`src/rtl/cte_pkg.sv`:
```
// Shared constants for the colour-transform engine:
// Q8 coefficients, rounding, clamp bounds, byte order.
package cte_pkg;

  typedef logic signed [17:0] acc_t;

  localparam acc_t KY_R = 18'sd77;
  localparam acc_t KY_G = 18'sd150;
  localparam acc_t KY_B = 18'sd29;

  localparam acc_t KU_R = -18'sd43;
  localparam acc_t KU_G = -18'sd85;
  localparam acc_t KU_B = 18'sd128;

  localparam acc_t KV_R = 18'sd128;
  localparam acc_t KV_G = -18'sd107;
  localparam acc_t KV_B = -18'sd21;

  localparam acc_t RND = 18'sd128;

  localparam acc_t Y_MIN = 18'sd0;
  localparam acc_t Y_MAX = 18'sd255;
  localparam acc_t C_MIN = -18'sd128;
  localparam acc_t C_MAX = 18'sd127;

  localparam logic [1:0] IDX_U  = 2'd0;
  localparam logic [1:0] IDX_Y0 = 2'd1;
  localparam logic [1:0] IDX_V  = 2'd2;
  localparam logic [1:0] IDX_Y1 = 2'd3;

  // Zero-extend an unsigned component into the signed accumulator
  function automatic acc_t ext(input logic [7:0] c);
    return acc_t'({10'd0, c});
  endfunction

  // Saturate to [lo,hi] and keep the low byte
  function automatic logic [7:0] sat(
    input acc_t v,
    input acc_t lo,
    input acc_t hi
  );
    acc_t t;
    if (v < lo)
      t = lo;
    else if (v > hi)
      t = hi;
    else
      t = v;
    return 8'(t);
  endfunction

endpackage

```
`src/rtl/cte_rgb2yuv_enc_if.sv`:
```
// Pixel-in / byte-out bundle of the RGB->YUV encoder.
// slave = encoder side, master = pixel source / byte sink.
interface cte_rgb2yuv_enc_if;

  logic        in_en;
  logic [23:0] rgb_in;
  logic        busy;
  logic        out_valid;
  logic [7:0]  yuv_out;

  modport slave (
    input  in_en,
    input  rgb_in,
    output busy,
    output out_valid,
    output yuv_out
  );

  modport master (
    output in_en,
    output rgb_in,
    input  busy,
    input  out_valid,
    input  yuv_out
  );

endinterface

```
`src/rtl/cte_rgb2yuv_conv.sv`:
```
// Combinational RGB -> Y/U/V in Q8 with rounding,
// saturation and optional offset-binary chroma.
module cte_rgb2yuv_conv
  import cte_pkg::*;
#(
  parameter int UV_OFFSET = 0
) (
  input  logic [23:0] rgb,
  output logic [7:0]  y,
  output logic [7:0]  u,
  output logic [7:0]  v
);

  localparam logic [7:0] UV_OFF8 = 8'(UV_OFFSET);

  acc_t r, g, b;
  acc_t sy, su, sv;
  acc_t qy, qu, qv;
  logic [7:0] uc, vc;

  // Weighted sums, arithmetic shift, clamp, chroma offset
  always_comb begin
    r  = ext(rgb[23:16]);
    g  = ext(rgb[15:8]);
    b  = ext(rgb[7:0]);
    sy = KY_R * r + KY_G * g + KY_B * b + RND;
    su = KU_R * r + KU_G * g + KU_B * b + RND;
    sv = KV_R * r + KV_G * g + KV_B * b + RND;
    qy = sy >>> 8;
    qu = su >>> 8;
    qv = sv >>> 8;
    y  = sat(qy, Y_MIN, Y_MAX);
    uc = sat(qu, C_MIN, C_MAX);
    vc = sat(qv, C_MIN, C_MAX);
    u  = uc + UV_OFF8;
    v  = vc + UV_OFF8;
  end

endmodule

```
`src/rtl/cte_rgb2yuv_enc.sv`:
```
// RGB -> 4:2:2 byte-stream encoder (U0,Y0,V0,Y1 per pair).
// Stage C, pair buffer, 4-byte serializer and busy logic.
module cte_rgb2yuv_enc
  import cte_pkg::*;
#(
  parameter int PIX_W     = 8,
  parameter int UV_OFFSET = 0
) (
  input  logic               clk,
  input  logic               reset,
  cte_rgb2yuv_enc_if.slave   bus
);

  logic [7:0] conv_y, conv_u, conv_v;

  logic             parity;
  logic             cv_valid;
  logic             cv_odd;
  logic [PIX_W-1:0] cv_y, cv_u, cv_v;

  logic [PIX_W-1:0] pb [4];
  logic             pb_full;

  logic [PIX_W-1:0] sh [4];
  logic [1:0]       cnt;
  logic             active;

  logic busy;
  logic accept;
  logic load;

  cte_rgb2yuv_conv #(
    .UV_OFFSET (UV_OFFSET)
  ) u_conv (
    .rgb (bus.rgb_in),
    .y   (conv_y),
    .u   (conv_u),
    .v   (conv_v)
  );

  // Back-pressure: full pair waiting, or odd pixel about to fill it
  always_comb begin
    busy   = pb_full | (cv_valid & cv_odd);
    accept = bus.in_en & ~busy;
    load   = pb_full & (~active | (cnt == 2'd3));
  end

  // Stage C: register converted pixel and its parity
  always_ff @(posedge clk or posedge reset) begin
    if (reset) begin
      parity   <= 1'b0;
      cv_valid <= 1'b0;
      cv_odd   <= 1'b0;
      cv_y     <= '0;
      cv_u     <= '0;
      cv_v     <= '0;
    end else begin
      cv_valid <= accept;
      if (accept) begin
        cv_y   <= conv_y;
        cv_u   <= conv_u;
        cv_v   <= conv_v;
        cv_odd <= parity;
        parity <= ~parity;
      end
    end
  end

  // Pair buffer: even pixel gives U,Y0,V; odd gives Y1 and completes
  always_ff @(posedge clk or posedge reset) begin
    if (reset) begin
      for (int i = 0; i < 4; i++)
        pb[i] <= '0;
      pb_full <= 1'b0;
    end else begin
      if (cv_valid && !cv_odd) begin
        pb[IDX_U]  <= cv_u;
        pb[IDX_Y0] <= cv_y;
        pb[IDX_V]  <= cv_v;
      end
      if (cv_valid && cv_odd) begin
        pb[IDX_Y1] <= cv_y;
        pb_full    <= 1'b1;
      end else if (load) begin
        pb_full <= 1'b0;
      end
    end
  end

  // Serializer: reload on the last byte so pairs run gap-free
  always_ff @(posedge clk or posedge reset) begin
    if (reset) begin
      for (int i = 0; i < 4; i++)
        sh[i] <= '0;
      cnt    <= 2'd0;
      active <= 1'b0;
    end else if (load) begin
      sh     <= pb;
      cnt    <= 2'd0;
      active <= 1'b1;
    end else if (active) begin
      cnt <= cnt + 2'd1;
      if (cnt == 2'd3)
        active <= 1'b0;
    end
  end

  // Outputs come straight from registers
  always_comb begin
    bus.busy      = busy;
    bus.out_valid = active;
    bus.yuv_out   = active ? sh[cnt] : 8'h00;
  end

endmodule

```
`src/flat_wrapper.sv`:
```
// flat-port wrapper written by rule: the top's interface ports become plain ports
module cte_rgb2yuv_enc_flat import cte_pkg::*;
#(
  parameter int PIX_W     = 8,
  parameter int UV_OFFSET = 0
)
  (clk, reset, bus_in_en, bus_rgb_in, bus_busy, bus_out_valid, bus_yuv_out);
  cte_rgb2yuv_enc_if bus_i ();
  input  logic clk;
  input  logic reset;
  input wire logic [$bits(bus_i.in_en)-1:0] bus_in_en;
  input wire logic [$bits(bus_i.rgb_in)-1:0] bus_rgb_in;
  output wire logic [$bits(bus_i.busy)-1:0] bus_busy;
  output wire logic [$bits(bus_i.out_valid)-1:0] bus_out_valid;
  output wire logic [$bits(bus_i.yuv_out)-1:0] bus_yuv_out;
  assign bus_i.in_en = bus_in_en;
  assign bus_i.rgb_in = bus_rgb_in;
  assign bus_busy = bus_i.busy;
  assign bus_out_valid = bus_i.out_valid;
  assign bus_yuv_out = bus_i.yuv_out;
  cte_rgb2yuv_enc #(.PIX_W(PIX_W), .UV_OFFSET(UV_OFFSET)) u_core (.clk(clk), .reset(reset), .bus(bus_i));
endmodule
```
`config.mk`:
```
export PLATFORM = sky130hd
export DESIGN_NAME = cte_rgb2yuv_enc_flat
export DESIGN_NICKNAME = d
export VERILOG_FILES = /design/src/rtl/cte_pkg.sv /design/src/rtl/cte_rgb2yuv_enc_if.sv /design/src/rtl/cte_rgb2yuv_conv.sv /design/src/rtl/cte_rgb2yuv_enc.sv /design/src/flat_wrapper.sv
export SDC_FILE = /design/constraint.sdc
export NUM_CORES = 1
export LEC_CHECK = 0
export CORE_MARGIN = 3
export CORE_UTILIZATION = 45
export CTS_CLUSTER_SIZE = 25
export DETAILED_ROUTE_END_ITERATION = 16
export GPL_TIMING_DRIVEN = 0
export PLACE_DENSITY = 0.69
export SETUP_SLACK_MARGIN = 0.5
export SLEW_MARGIN = 40
export SYNTH_ARGS = -nofsm -noshare
export SYNTH_HDL_FRONTEND = slang
export SYNTH_HIERARCHICAL = 1
export SYNTH_SLANG_ARGS = --single-unit
```
`constraint.sdc`:
```
create_clock -name clk -period 8.1 [get_ports clk]
set_input_delay 0.81 -clock clk [delete_from_list [all_inputs] [get_ports clk]]
set_output_delay 0.81 -clock clk [all_outputs]
set_load 0.02 [all_outputs]
```
Word level (Yosys, flattened, before mapping):

Index checks and enable logic that the tools add are counted.

* add/subtract/negate cells: 10
* multiply operators: 7
* magnitude comparators: 7
* equal/unequal tests: 1
* muxes and demuxes: 17
* bitwise operators: 9
* reductions and logical operators: 5

Operator list (number)
* $mux W8: 9
* $add A18 B9 Y18 const B: 3
* $add A16 B17 Y18: 2
* $mul A8 B9 Y17 const A: 2
* $mul A7 B8 Y15 const A: 2
* $gt A10 B8 Y1 const B: 2
* $lt A10 B8 Y1 const B: 2
* $add A18 B14 Y18: 1
* $add A18 B15 Y18: 1
* $add A18 B16 Y18: 1
* $add A18 B17 Y18: 1
* $bmux W8 S2: 1
* $mul A7 B9 Y16 const A: 1
* $mul A6 B9 Y15 const A: 1
* $mul A5 B8 Y13 const A: 1
* $gt A10 B9 Y1 const B: 1
* $lt A10 B1 Y1 const B: 1
* $mux W1: 5
* $mux W2: 2
* $reduce_bool A2 Y1: 2
* $and A1 B1 Y1: 3
* $ge A3 B3 Y1 const B: 1
* $not A1 Y1: 3
* $not A2 Y3: 1
* 5 further kinds: 7

* bits in registers: 95
* input port bits: 27
* output and inout bits: 10

Depth between registers and ports, before layout:

Gate-level depths: netlist of run 1.

* depth after elaboration: 7
* gate-level depth with buffers: 29

Cells and area by module:

The synthesis of run 1 kept the hierarchy.

Modules (own cells, without submodules)
* cte_rgb2yuv_conv: times used 1, cells each 846, area each 8290.5 µm², sequential area each 0.0 µm²
* cte_rgb2yuv_enc: times used 1, cells each 240, area each 3883.7 µm², sequential area each 2377.3 µm²

Least setup slack after synthesis of run 1:

Ideal clock, no wire load.

* kind: input to register
* start point: input bus_rgb_in[11]
* end point: register u_core.cv_y[0]
* library setup time: 125 ps
* arrival: 6901 ps
* required time: 7975 ps
* setup slack: 1074 ps
* stages: 26
* buffers on the path: 0
* cells stage by stage: inv_1 ha_1 inv_1 ha_1 inv_1 fa_1 fa_1 inv_1 ha_1 a21oi_1 xnor2_1 ha_1 fa_1 inv_1 fa_1 inv_1 fa_1 ha_1 ha_1 a21o_1 a41oi_2 a21oi_1 nor2_1 o21ai_1 o21a_1 mux2_2

* longest elaborated chain between the ends: 7
* elaborated cells between the ends (all ways): 8
* classes of those cells: 3 x add/sub; 1 x mul; 2 x order compare; 2 x mux

Ends and longest elaborated chain
* start, declared: line flat_wrapper.sv:12 `input wire logic [$bits(bus_i.rgb_in)-1:0] bus_rgb_in;`
* $mul A7 B8 Y15 (*): line cte_rgb2yuv_conv.sv:26 `sy = KY_R * r + KY_G * g + KY_B * b + RND;`
* $add A18 B17 Y18 (*): line cte_rgb2yuv_conv.sv:26
* $add A18 B14 Y18 (*): line cte_rgb2yuv_conv.sv:26
* $add A18 B9 Y18 (*): line cte_rgb2yuv_conv.sv:26
* $gt A10 B9 Y1: line cte_pkg.sv:45 `else if (v > hi)`
* $mux W8: line cte_pkg.sv:45
* $mux W8 (*): line cte_pkg.sv:43 `if (v < lo)`
* net u_core.conv_y[0]: line cte_rgb2yuv_enc.sv:14 `logic [7:0] conv_y, conv_u, conv_v;`
* end signal, assigned: line cte_rgb2yuv_enc.sv:60 `cv_y <= conv_y;`
* end, declared: line cte_rgb2yuv_enc.sv:19 `logic [PIX_W-1:0] cv_y, cv_u, cv_v;`

The timed path passes the listed nets; every way through them passes the cells marked *.
A chain may end at the register's enable or synchronous reset.

Final worst setup path of run 1:

* start point: input bus_rgb_in[8]
* end point: register u_core.cv_y[4]

The elaborated chain is that of the path after synthesis.

==> key figures, run 1 <==
Placed design
  – Placed insts: 1458
  – Port buffer count: 36
  – Post-DP HPWL: 20.4 mm
  – Routability Congestion: 0.908

GRT
  – Largest net degree at the start of global routing: 62
  – Initial antenna violation count: 0
  – First-pass GRT wire length: 40.9 mm
  – All-layer global routing usage: 0.180
  – Vias in the first global route: 7975
  – GRT overflow: 0

Timing
  – Tmin final: 7320 ps
  – RSZ-0062 raised after global routing: no
  – FMAX: 137 MHz
  – Clock skew: 7.23 ps
  – Setup violators final: 0
  – Worst slew pin tran: 734 ps
  – Setup TNS: 0 ps
  – Slew HR: 0.509
  – Pins over their slew limit: 0
  – Hold Vio Cnt, Final: 0
  – Final worst-path cycle share: 0.904

Worst setup path
  – Beginning of the worst register-to-register path: u_core/cnt[0]
  – Arr. time, crit path: 7550 ps
  – Buf+Inv Stages, Crit Path: 7
  – Crit-path max FO: 8
  – R2r setup slk: 6420 ps
  – R2R cell count: 5
  – Worst setup EP type: flip-flop
  – Req. time, crit path: 8330 ps
  – Crit Path Class: in2reg
  – Slowest CP cell: fa_1
  – Largest stage delay on the critical path: 530 ps
  – Crit-path leading delay family: adder cells
  – CP Depth: 27
  – Startpoint Class: primary input
  – Capture point of the worst reg-to-reg path: u_core/sh[8]

Final layout
  – Synth-to-Final Area Change: 9.48%
  – Ratio of cells with drive above 1 in the final layout: 0.138
  – # fillers: 2317
  – Footprint of the multi-input gates: 8680 sq um
  – Register Area: 2380 sq um
  – Final #Nets: 1541
  – Non-filler cells, final: 1476
  – Antenna cell count: 0

CTS
  – Post-CTS Hold Fix Bufs: 0
  – CTS H-tree depth: 3
  – CTS root buffer: clkbuf_16
  – CTS tree: yes
  – TritonCTS buffer count: 9
  – CTS max path bufs: 2
  – Worst-Skew Late Latency: 340 ps
  – Clock sinks: 95
  – Clk slew on worst S/H paths: 70 ps

Synth
  – YS warnings: 6
  – Top cells by area, synth: fa_1 25%, ha_1 23%, dfrtp_1 20%, inv_1 8.5%, mux2_2 6.6%
  – Synth Cell Area: 12200 sq um
  – Post-Synth XOR/XNOR Area: 0.0273
  – Main synth FF type: dfrtp_1
  – Post-synthesis mux area share: 0.101
  – Largest area contributor in the netlist: fa_1
  – Synth top area share: 0.253
  – Post-Synth Simple-Gate Area: 0.0296
  – Post-synth EDFFs: 0
  – Synth cell types: 63
  – Most instantiated cells after synthesis: 276 x inv_1, 224 x ha_1, 154 x fa_1, 95 x dfrtp_1, 71 x mux2_2
  – Count leader, synth: inv_1
  – Syn nets: 1491
  – Async SR Flop Fraction: 1.00
  – Synth Area in Adders: 0.483
  – Synth Area in Compound Gates: 0.0687
  – Mean Syn Cell Area: 11.2 sq um
  – Gate count of the mapped netlist: 1086
  – Sequential fraction of the synthesis area: 0.195
  – #FFs+latches synth: 95
  – Largest family of logic cells by synthesized area: adder cells

Job
  – Max_cap viols: 0

Min path
  – Hold_sp: u_core/parity
  – Hold WC Path Type: reg2reg
  – Hold Path Stages: 1
  – Hold Path Sink: u_core/parity

Routing
  – WL met2: 12.2 mm
  – Post-route ant nets: 0
  – Max Used Layer: met4
  – Detailed-route via count: 7536
  – # DRC: 0
  – DRT Wirelength: 24.8 mm
  – Via/cell ratio: 5.11
  – WL met3: 823 um
  – Drt initial violations: 362
  – Post-route met1 wirelength: 11.7 mm
  – First-pass DRT Iterations: 6
  – Avg WL per Cell: 16.8 um

Floorplan
  – I/O pins: 37
  – Die ar.: 29100 sq um
  – Initial Util: 0.462
  – Core Box Area: 26400 sq um
  – Die height: 170 um
  – Rows: 59
  – Die width: 170 um

Run status
  – Outcome: completed
[per-layer routing]
metal	GRT usage	vias to the layer above
met3	0.0309	11
met2	0.304	83
met1	0.252	3843
li1	-	3599
met5	0	-
met4	0.0233	0
[layout by cell type (no fill, tap or decap), types with 7 or more instances in the layout]
cell type,Yosys,routed
xor2_1,11,11
xnor2_1,27,27
inv_1,276,274
ha_1,224,223
nor2_1,13,12
a21o_1,7,7
clkbuf_16,0,9
mux2i_1,16,16
fa_1,154,154
nand2_1,14,14
mux2_4,18,18
a21oi_1,30,28
o21a_1,19,19
o21ai_0,11,11
dfrtp_1,95,95
o22ai_1,8,8
mux2_2,71,71
clkdlybuf4s50_1,0,28
[sequential cells by signal, indices dropped and copies added, names as in the netlist]
signal                flops
u_core/pb                32
u_core/cv_y               8
u_core/bus.out_valid      1
u_core/parity             1
u_core/pb_full            1
u_core/sh                32
u_core/cv_valid           1
u_core/cnt                2
u_core/cv_odd             1
u_core/cv_v               8
u_core/cv_u               8
[area by class of cell]
type                            count  share of cell area
Sequential cell                    95               0.178
Buffer                             14             0.00845
Tap cell                          335              0.0314
Inverter                          277              0.0786
Clock inverter                      6             0.00563
Clock buffer                       10              0.0172
Multi-Input combinational cell    700               0.651
Timing Repair Buffer               39              0.0294
[how the worst max path moves through the flow]
stage | endpoint | startpoint | slack [ps]
5_1_grt | u_core/cv_y[4] | bus_rgb_in[10] | 490
6_report | u_core/cv_y[4] | bus_rgb_in[8] | 780
2_1_floorplan | u_core/cv_y[0] | bus_rgb_in[11] | 1070
4_1_cts | u_core/cv_y[5] | bus_rgb_in[14] | 510
3_3_place_gp | u_core/cv_y[5] | bus_rgb_in[12] | -540
3_5_place_dp | u_core/cv_y[5] | bus_rgb_in[12] | -540
[through the flow]
| step | util | setup slack, ps | hold slack (ps) | area (sq um) |
|---|---|---|---|---|
| detailed placement | 0.493 | -541 | 467 | 13000 |
| finish | 0.506 | 778 | 479 | 13300 |
| floorplan | - | 1070 | 447 | 12200 |
| global placement | 0.492 | -536 | 462 | 13000 |
| CTS | 0.504 | 510 | 481 | 13300 |
| global route | 0.506 | 487 | 504 | 13300 |
[kinds of logic (layout without fill, tap and decap cells)]
kind of cell | after synthesis | in the layout
fa+ha+maj | 378 | 378
buf+inv | 291 | 346
xor+xnor | 38 | 38
simple gates | 65 | 65
mux | 105 | 105
flops | 95 | 95
compound gates | 114 | 114
[what timing repair did]
action,in CTS,in global routing
gates cloned,0,0
setup endpoints to repair,8,8
pin swaps,0,0
resized for setup,25,16
setup buffers,0,2
Power of run 1 is not shown: default switching activity piles up to over one toggle a cycle in this logic, so the estimate is an artifact.
==> run 2, diff against run 1 <==
- HOLD_SLACK_MARGIN: not set -> 0.02
- PLACE_DENSITY: 0.69 -> 0.72
- clock period: 8.1 -> 6.4 ns (I/O delays scaled with it)
==> run 2 against run 1 <==
Compared with the run above: the run now ends with negative setup slack left; clock-buffer cell count grew 1; highest routed layer is now met5; largest cell class unchanged; die area unchanged; setup slack worse by 830 ps.
==> key figures, run 2 (synthesized netlist as in run 1, its figures left out) <==
Worst setup path
  – Req. time, crit path: 6620 ps (was 8330 ps)
  – Crit-path leading delay family: adder cells (unchanged)
  – Worst setup EP type: flip-flop (unchanged)
  – Arr. time, crit path: 6680 ps (was 7550 ps)
  – Buf+Inv Stages, Crit Path: 7 (unchanged)
  – Crit-path max FO: 4 (was 8)
  – Top cell by count, worst path: ha_4
  – Origin of the worst setup path: bus_rgb_in[12] (was bus_rgb_in[8])
  – Startpoint Class: primary input (unchanged)
  – Beginning of the worst register-to-register path: u_core/cnt[0] (unchanged)
  – Crit Path Class: in2reg (unchanged)
  – Largest stage delay on the critical path: 540 ps (was 530 ps)
  – Slowest CP cell: fa_2 (was fa_1)

Floorplan
  – Die ar.: 29100 sq um (unchanged)
  – Die width: 170 um (unchanged)
  – I/O pins: 37 (unchanged)
  – Rows: 59 (unchanged)
  – Core Box Area: 26400 sq um (unchanged)
  – Initial Util: 0.462 (unchanged)
  – Die height: 170 um (unchanged)

GRT
  – Grt met1 use: 0.263 (was 0.252)
  – Initial antenna violation count: 1 (was 0)
  – Met3 usage: 0.0237 (was 0.0309)
  – Largest net degree at the start of global routing: 50 (was 62)
  – Vias in the first global route: 8156 (was 7975)
  – GRT overflow: 0 (unchanged)
  – Global Route met2 Usage: 0.311 (was 0.304)
  – Most Crowded Layer GR: met2 (unchanged)
  – First-pass GRT wire length: 42.3 mm (was 40.9 mm)
  – All-layer global routing usage: 0.186 (was 0.180)

Timing
  – Pins over their slew limit: 0 (unchanged)
  – Hold Vio Cnt, Final: 0 (unchanged)
  – Slew HR: 0.617 (was 0.509)
  – Clock skew: 3.77 ps (was 7.23 ps)
  – RSZ-0062 raised after global routing: yes (was no)
  – Worst slew pin tran: 572 ps (was 734 ps)
  – Hold slack final: 477 ps (was 479 ps)
  – FMAX: 155 MHz
  – Tmin final: 6460 ps
  – Setup violators final: 7 (was 0)
  – PnR worst setup slack: -55.7 ps (was 778 ps)
  – Final worst-path cycle share: 1.01

Final layout
  – Synth-to-Final Area Change: 16.6% (was 9.48%)
  – Post-layout util: 0.539 (was 0.506)
  – Antenna cell count: 0 (unchanged)
  – Final #Nets: 1574 (was 1541)
  – Most common cell after layout, fill and taps aside: inv_1 (unchanged)
  – Regs by FF count: u_core/pb x32, u_core/sh x32 (unchanged)
  – Ratio of cells with drive above 1 in the final layout: 0.230 (was 0.138)
  – Commonest cells after routing, fill and taps aside: 258 x inv_1, 197 x ha_1, 151 x fa_1, 95 x dfrtp_1, 69 x mux2_2 (was 274 x inv_1, 223 x ha_1, 154 x fa_1, 95 x dfrtp_1, 71 x mux2_2)

Job
  – Max_cap viols: 0 (unchanged)

CTS
  – CTS root buffer: clkbuf_16 (unchanged)
  – TritonCTS buffer count: 9 (unchanged)
  – Worst-Skew Late Latency: 340 ps (about the same)
  – CTS H-tree depth: 3 (unchanged)
  – CTS tree: yes (unchanged)
  – Post-CTS Hold Fix Bufs: 0 (unchanged)
  – CTS max path bufs: 2 (unchanged)
  – Clk slew on worst S/H paths: 60 ps (was 70 ps)
  – Clock sinks: 95 (unchanged)

Placed design
  – Port buffer count: 36 (unchanged)
  – Post-DP HPWL: 21.0 mm (was 20.4 mm)
  – Routability Congestion: 0.862 (was 0.908)

Routing
  – # DRC: 0 (unchanged)
  – DRT Wirelength: 26.1 mm (was 24.8 mm)
  – Avg WL per Cell: 17.3 um (was 16.8 um)
  – Drt initial violations: 315 (was 362)
  – Via/cell ratio: 5.13 (was 5.11)
  – Post-route ant nets: 0 (unchanged)
  – First-pass DRT Iterations: 4 (was 6)
  – Detailed-route via count: 7740 (was 7536)

Min path
  – Hold WC Path Type: reg2reg (unchanged)
  – Hold_sp: u_core/parity (unchanged)

Run status
  – Outcome: finished with violations (was completed)
  – Failing checks: negative setup slack
run 2: worst paths after layout:
check | endpoint | slack (ps) | cells after the start
worst min register to register | u_core/parity | 480 | 1
worst max register to register | u_core/sh[18] | 4720 | 5
worst max-delay path | u_core/cv_y[5] | -60 | 26
min in group asynchronous | u_core/cnt[0] | 700 | 2
worst min-delay path | u_core/parity | 480 | 1
max in group asynchronous | u_core/pb[11] | 5110 | 3
run 2: final cells by class:
| class | count | area, sq um |
|---|---|---|
| timing repair buffer | 72 | 694 |
| clock inverter | 5 | 56.3 |
| fill | 2185 | 12200 |
| buffer | 14 | 113 |
| inverter | 277 | 1090 |
| tap | 335 | 419 |
| sequential | 95 | 2380 |
| multi-input combinational | 700 | 9190 |
| clock buffer | 11 | 253 |
run 2: worst reg2reg max path: stages (launching register included):
cell and delay (ps):
dfrtp_1 420, ha_1 220, nand2b_2 220, nand2_2 170
buf_6 190, mux2_2 350
run 2: routing by layer:
metal  routed length, um  share of wire
met3                 749          0.029
met5                  13        0.00050
met4                 468          0.018
met1               12200           0.47
met2               12700           0.49
run 2: stage by stage:
| step | setup TNS [ps] | worst slack, ps | std cells | cell area [sq um] |
|---|---|---|---|---|
| final | -244 | -55.7 | 1509 | 14200 |
| after global routing | -1360 | -201 | 1509 | 14200 |
| after CTS | -242 | -67.0 | 1485 | 13800 |
| after detailed placement | -26850 | -1700 | 1458 | 13200 |
| after global placement | -26200 | -1590 | 1457 | 13200 |
| after floorplan | -15.0 | -15.0 | 1086 | 12400 |
run 2: what timing repair did:
action	4_1_cts	5_1_grt
resized for setup	152	67
hold endpoints to repair	0	0
pin swaps	14	44
buffers inserted	11	24
setup endpoints to repair	24	24
Power of run 2 is left out for the same reason.
==> run 3, diff against run 2 <==
- CORE_ASPECT_RATIO: not set -> 1.1
- CORE_UTILIZATION: 45 -> 42
- PLACE_DENSITY: 0.72 -> 0.68
- SYNTH_HIERARCHICAL: 1 -> not set
==> run 3 against run 2 <==
Compared with the run above: the run now ends clean; maximum frequency is 12% higher; critical endpoint is now u_core.cv_y[4]; final area is 5.0% higher; first-iteration DRC count is 40% higher.
==> key figures, run 3 <==
Run status
  – Outcome: completed (was finished with violations)

Synth
  – Synth top area share: 0.256 (was 0.253)
  – Main synth FF type: dfrtp_1 (unchanged)
  – Count leader, synth: inv_1 (unchanged)
  – Synth cell types: 64 (was 63)
  – Synth Cell Area: 12600 sq um (was 12200 sq um)
  – Async SR Flop Fraction: 1.00 (unchanged)
  – Post-synth EDFFs: 0 (unchanged)
  – Top cells by area, synth: ha_1 26%, fa_1 22%, dfrtp_1 19%, inv_1 7.9%, mux2_2 5.7% (was fa_1 25%, ha_1 23%, dfrtp_1 20%, inv_1 8.5%, mux2_2 6.6%)
  – Syn nets: 1619 (was 1491)
  – YS warnings: 0 (was 6)
  – Most instantiated cells after synthesis: 265 x inv_1, 257 x ha_1, 137 x fa_1, 95 x dfrtp_1, 64 x mux2_2 (was 276 x inv_1, 224 x ha_1, 154 x fa_1, 95 x dfrtp_1, 71 x mux2_2)
  – #FFs+latches synth: 95 (unchanged)
  – Sequential fraction of the synthesis area: 0.189 (was 0.195)
  – Largest area contributor in the netlist: ha_1 (was fa_1)
  – Mean Syn Cell Area: 10.5 sq um (was 11.2 sq um)
  – Gate count of the mapped netlist: 1198 (was 1086)

CTS
  – Clock sinks: 95 (unchanged)
  – CTS max path bufs: 2 (unchanged)
  – CTS tree: yes (unchanged)
  – CTS H-tree depth: 3 (unchanged)
  – Worst-Skew Late Latency: 340 ps (about the same)
  – TritonCTS buffer count: 9 (unchanged)
  – Clk slew on worst S/H paths: 70 ps (was 60 ps)
  – CTS root buffer: clkbuf_16 (unchanged)

Routing
  – First-pass DRT Iterations: 5 (was 4)
  – Via/cell ratio: 5.25 (was 5.13)
  – # DRC: 0 (unchanged)
  – Avg WL per Cell: 17.0 um (was 17.3 um)
  – Post-route ant nets: 0 (unchanged)
  – DRT Wirelength: 28.3 mm (was 26.1 mm)
  – Detailed-route via count: 8738 (was 7740)
  – Drt initial violations: 440 (was 315)

Worst setup path
  – Crit-path leading delay family: adder cells (unchanged)
  – Crit Path Class: in2reg (unchanged)
  – Slowest CP cell: fa_1 (was fa_2)
  – Crit path cell chain: buf_8 -> ha_4 -> ha_1 -> inv_1 -> fa_1 -> fa_1 -> inv_1 -> ha_4 -> inv_1 -> xnor2_1 -> ha_1 -> inv_1 -> fa_1 -> ha_1 -> and3_1 -> a221o_2 -> a211oi_2 -> o21ai_2 -> o21a_2 -> o21a_1 -> and2_0 -> buf_4 -> a211oi_1
  – Req. time, crit path: 6650 ps (was 6620 ps)
  – Top cell by count, worst path: inv_1 (was ha_4)
  – Startpoint Class: primary input (unchanged)
  – Buf+Inv Stages, Crit Path: 6 (was 7)
  – Arr. time, crit path: 6030 ps (was 6680 ps)
  – Largest stage delay on the critical path: 520 ps (was 540 ps)
  – Crit-path max FO: 9 (was 4)
  – Worst setup EP type: flip-flop (unchanged)

Final layout
  – Final #Nets: 1712 (was 1574)
  – Regs by FF count: u_core.pb x32, u_core.sh x32 (was u_core/pb x32, u_core/sh x32)
  – Commonest cells after routing, fill and taps aside: 246 x inv_1, 234 x ha_1, 133 x fa_1, 95 x dfrtp_1, 64 x mux2_2 (was 258 x inv_1, 197 x ha_1, 151 x fa_1, 95 x dfrtp_1, 69 x mux2_2)
  – Post-layout util: 0.512 (was 0.539)
  – Ratio of cells with drive above 1 in the final layout: 0.226 (was 0.230)
  – Synth-to-Final Area Change: 18.5% (was 16.6%)
  – Most common cell after layout, fill and taps aside: inv_1 (unchanged)
  – Antenna cell count: 0 (unchanged)

Timing
  – Tmin final: 5780 ps (was 6460 ps)
  – Setup TNS: 0 ps (was -244 ps)
  – Slew HR: 0.474 (was 0.617)
  – Hold Vio Cnt, Final: 0 (unchanged)
  – Worst slew pin tran: 777 ps (was 572 ps)
  – RSZ-0062 raised after global routing: no (was yes)
  – Clock skew: 8.68 ps (was 3.77 ps)
  – FMAX: 173 MHz (was 155 MHz)
  – Setup violators final: 0 (was 7)
  – Final worst-path cycle share: 0.903 (was 1.01)
  – Pins over their slew limit: 0 (unchanged)

Floorplan
  – Die height: 187 um (was 170 um)
  – Rows: 65 (was 59)
  – I/O pins: 37 (unchanged)
  – Initial Util: 0.432 (was 0.462)
  – Die ar.: 32100 sq um (was 29100 sq um)
  – Die width: 171 um (was 170 um)
  – Core Box Area: 29100 sq um (was 26400 sq um)

GRT
  – Largest net degree at the start of global routing: 53 (was 50)
  – All-layer global routing usage: 0.178 (was 0.186)
  – First-pass GRT wire length: 45.6 mm (was 42.3 mm)
  – GRT overflow: 0 (unchanged)
  – Initial antenna violation count: 0 (was 1)
  – Vias in the first global route: 9133 (was 8156)

Min path
  – Hold WC Path Type: reg2reg (unchanged)

Placed design
  – Routability Congestion: 0.877 (was 0.862)
  – Post-DP HPWL: 22.3 mm (was 21.0 mm)
  – Port buffer count: 36 (unchanged)

Job
  – Max_cap viols: 0 (unchanged)
[run 3: path summary, 6_finish.rpt]
kind                           startpoint        endpoint  slack (ps)  depth (start not counted)
max                        bus_rgb_in[20]  u_core.cv_y[4]         620                         23
min                         u_core.parity   u_core.parity         480                          1
max reg2reg                u_core.pb_full  u_core.cv_y[7]        4330                          6
min reg2reg                 u_core.parity   u_core.parity         480                          1
max in group asynchronous           reset   u_core.pb[26]        5130                          3
min in group asynchronous           reset   u_core.pb[15]         690                          2
[run 3: per-layer routing]
metal,vias up,share of wire,track usage
li1,4159,-,-
met3,45,0.026,0.0118
met1,4386,0.44,0.241
met5,-,0,0
met2,148,0.51,0.311
met4,0,0.022,0.0421
[run 3: stage by stage]
stage | cells | hold WS [ps] | instance area (sq um) | worst slack, ps
4_1_cts | 1630 | 480 | 14000 | 507
6_report | 1664 | 476 | 14900 | 618
3_5_place_dp | 1603 | 466 | 13400 | -1040
5_1_grt | 1664 | 490 | 14900 | 416
3_3_place_gp | 1602 | 460 | 13400 | -1010
2_1_floorplan | 1198 | 445 | 12600 | 504
[run 3: cell families (layout without fill, tap and decap cells)]
family,after synthesis,after routing,share of synthesized area
AOI/OAI and AO/OA,172,173,0.0934
DFF,95,95,0.189
muxes,72,72,0.0716
buffers and inverters,283,380,0.0848
adders and majority gates,394,394,0.474
and+or+nand+nor,134,134,0.0531
xor gates and xnor gates,48,48,0.0340
[run 3: final cells by class]
| cell class | count | area (sq um) |
|---|---|---|
| fillers | 2566 | 14200 |
| multi-input cells | 821 | 9850 |
| flip-flops and latches | 95 | 2380 |
| inverters | 265 | 1010 |
| repair buffers | 81 | 822 |
| well taps | 368 | 460 |
| clock buffers | 10 | 239 |
| plain buffers | 18 | 87.6 |
| clock inverters | 6 | 51.3 |
[run 3: what timing repair did]
action | CTS | global route
endpoints found under the setup margin | 24 | 23
cloned | 1 | 2
hold buffers | 0 | 0
endpoints found under the hold margin | 0 | 0
resized for setup | 184 | 150
pin swaps | 26 | 92
setup buffers | 10 | 32
Power of run 3 is left out for the same reason.
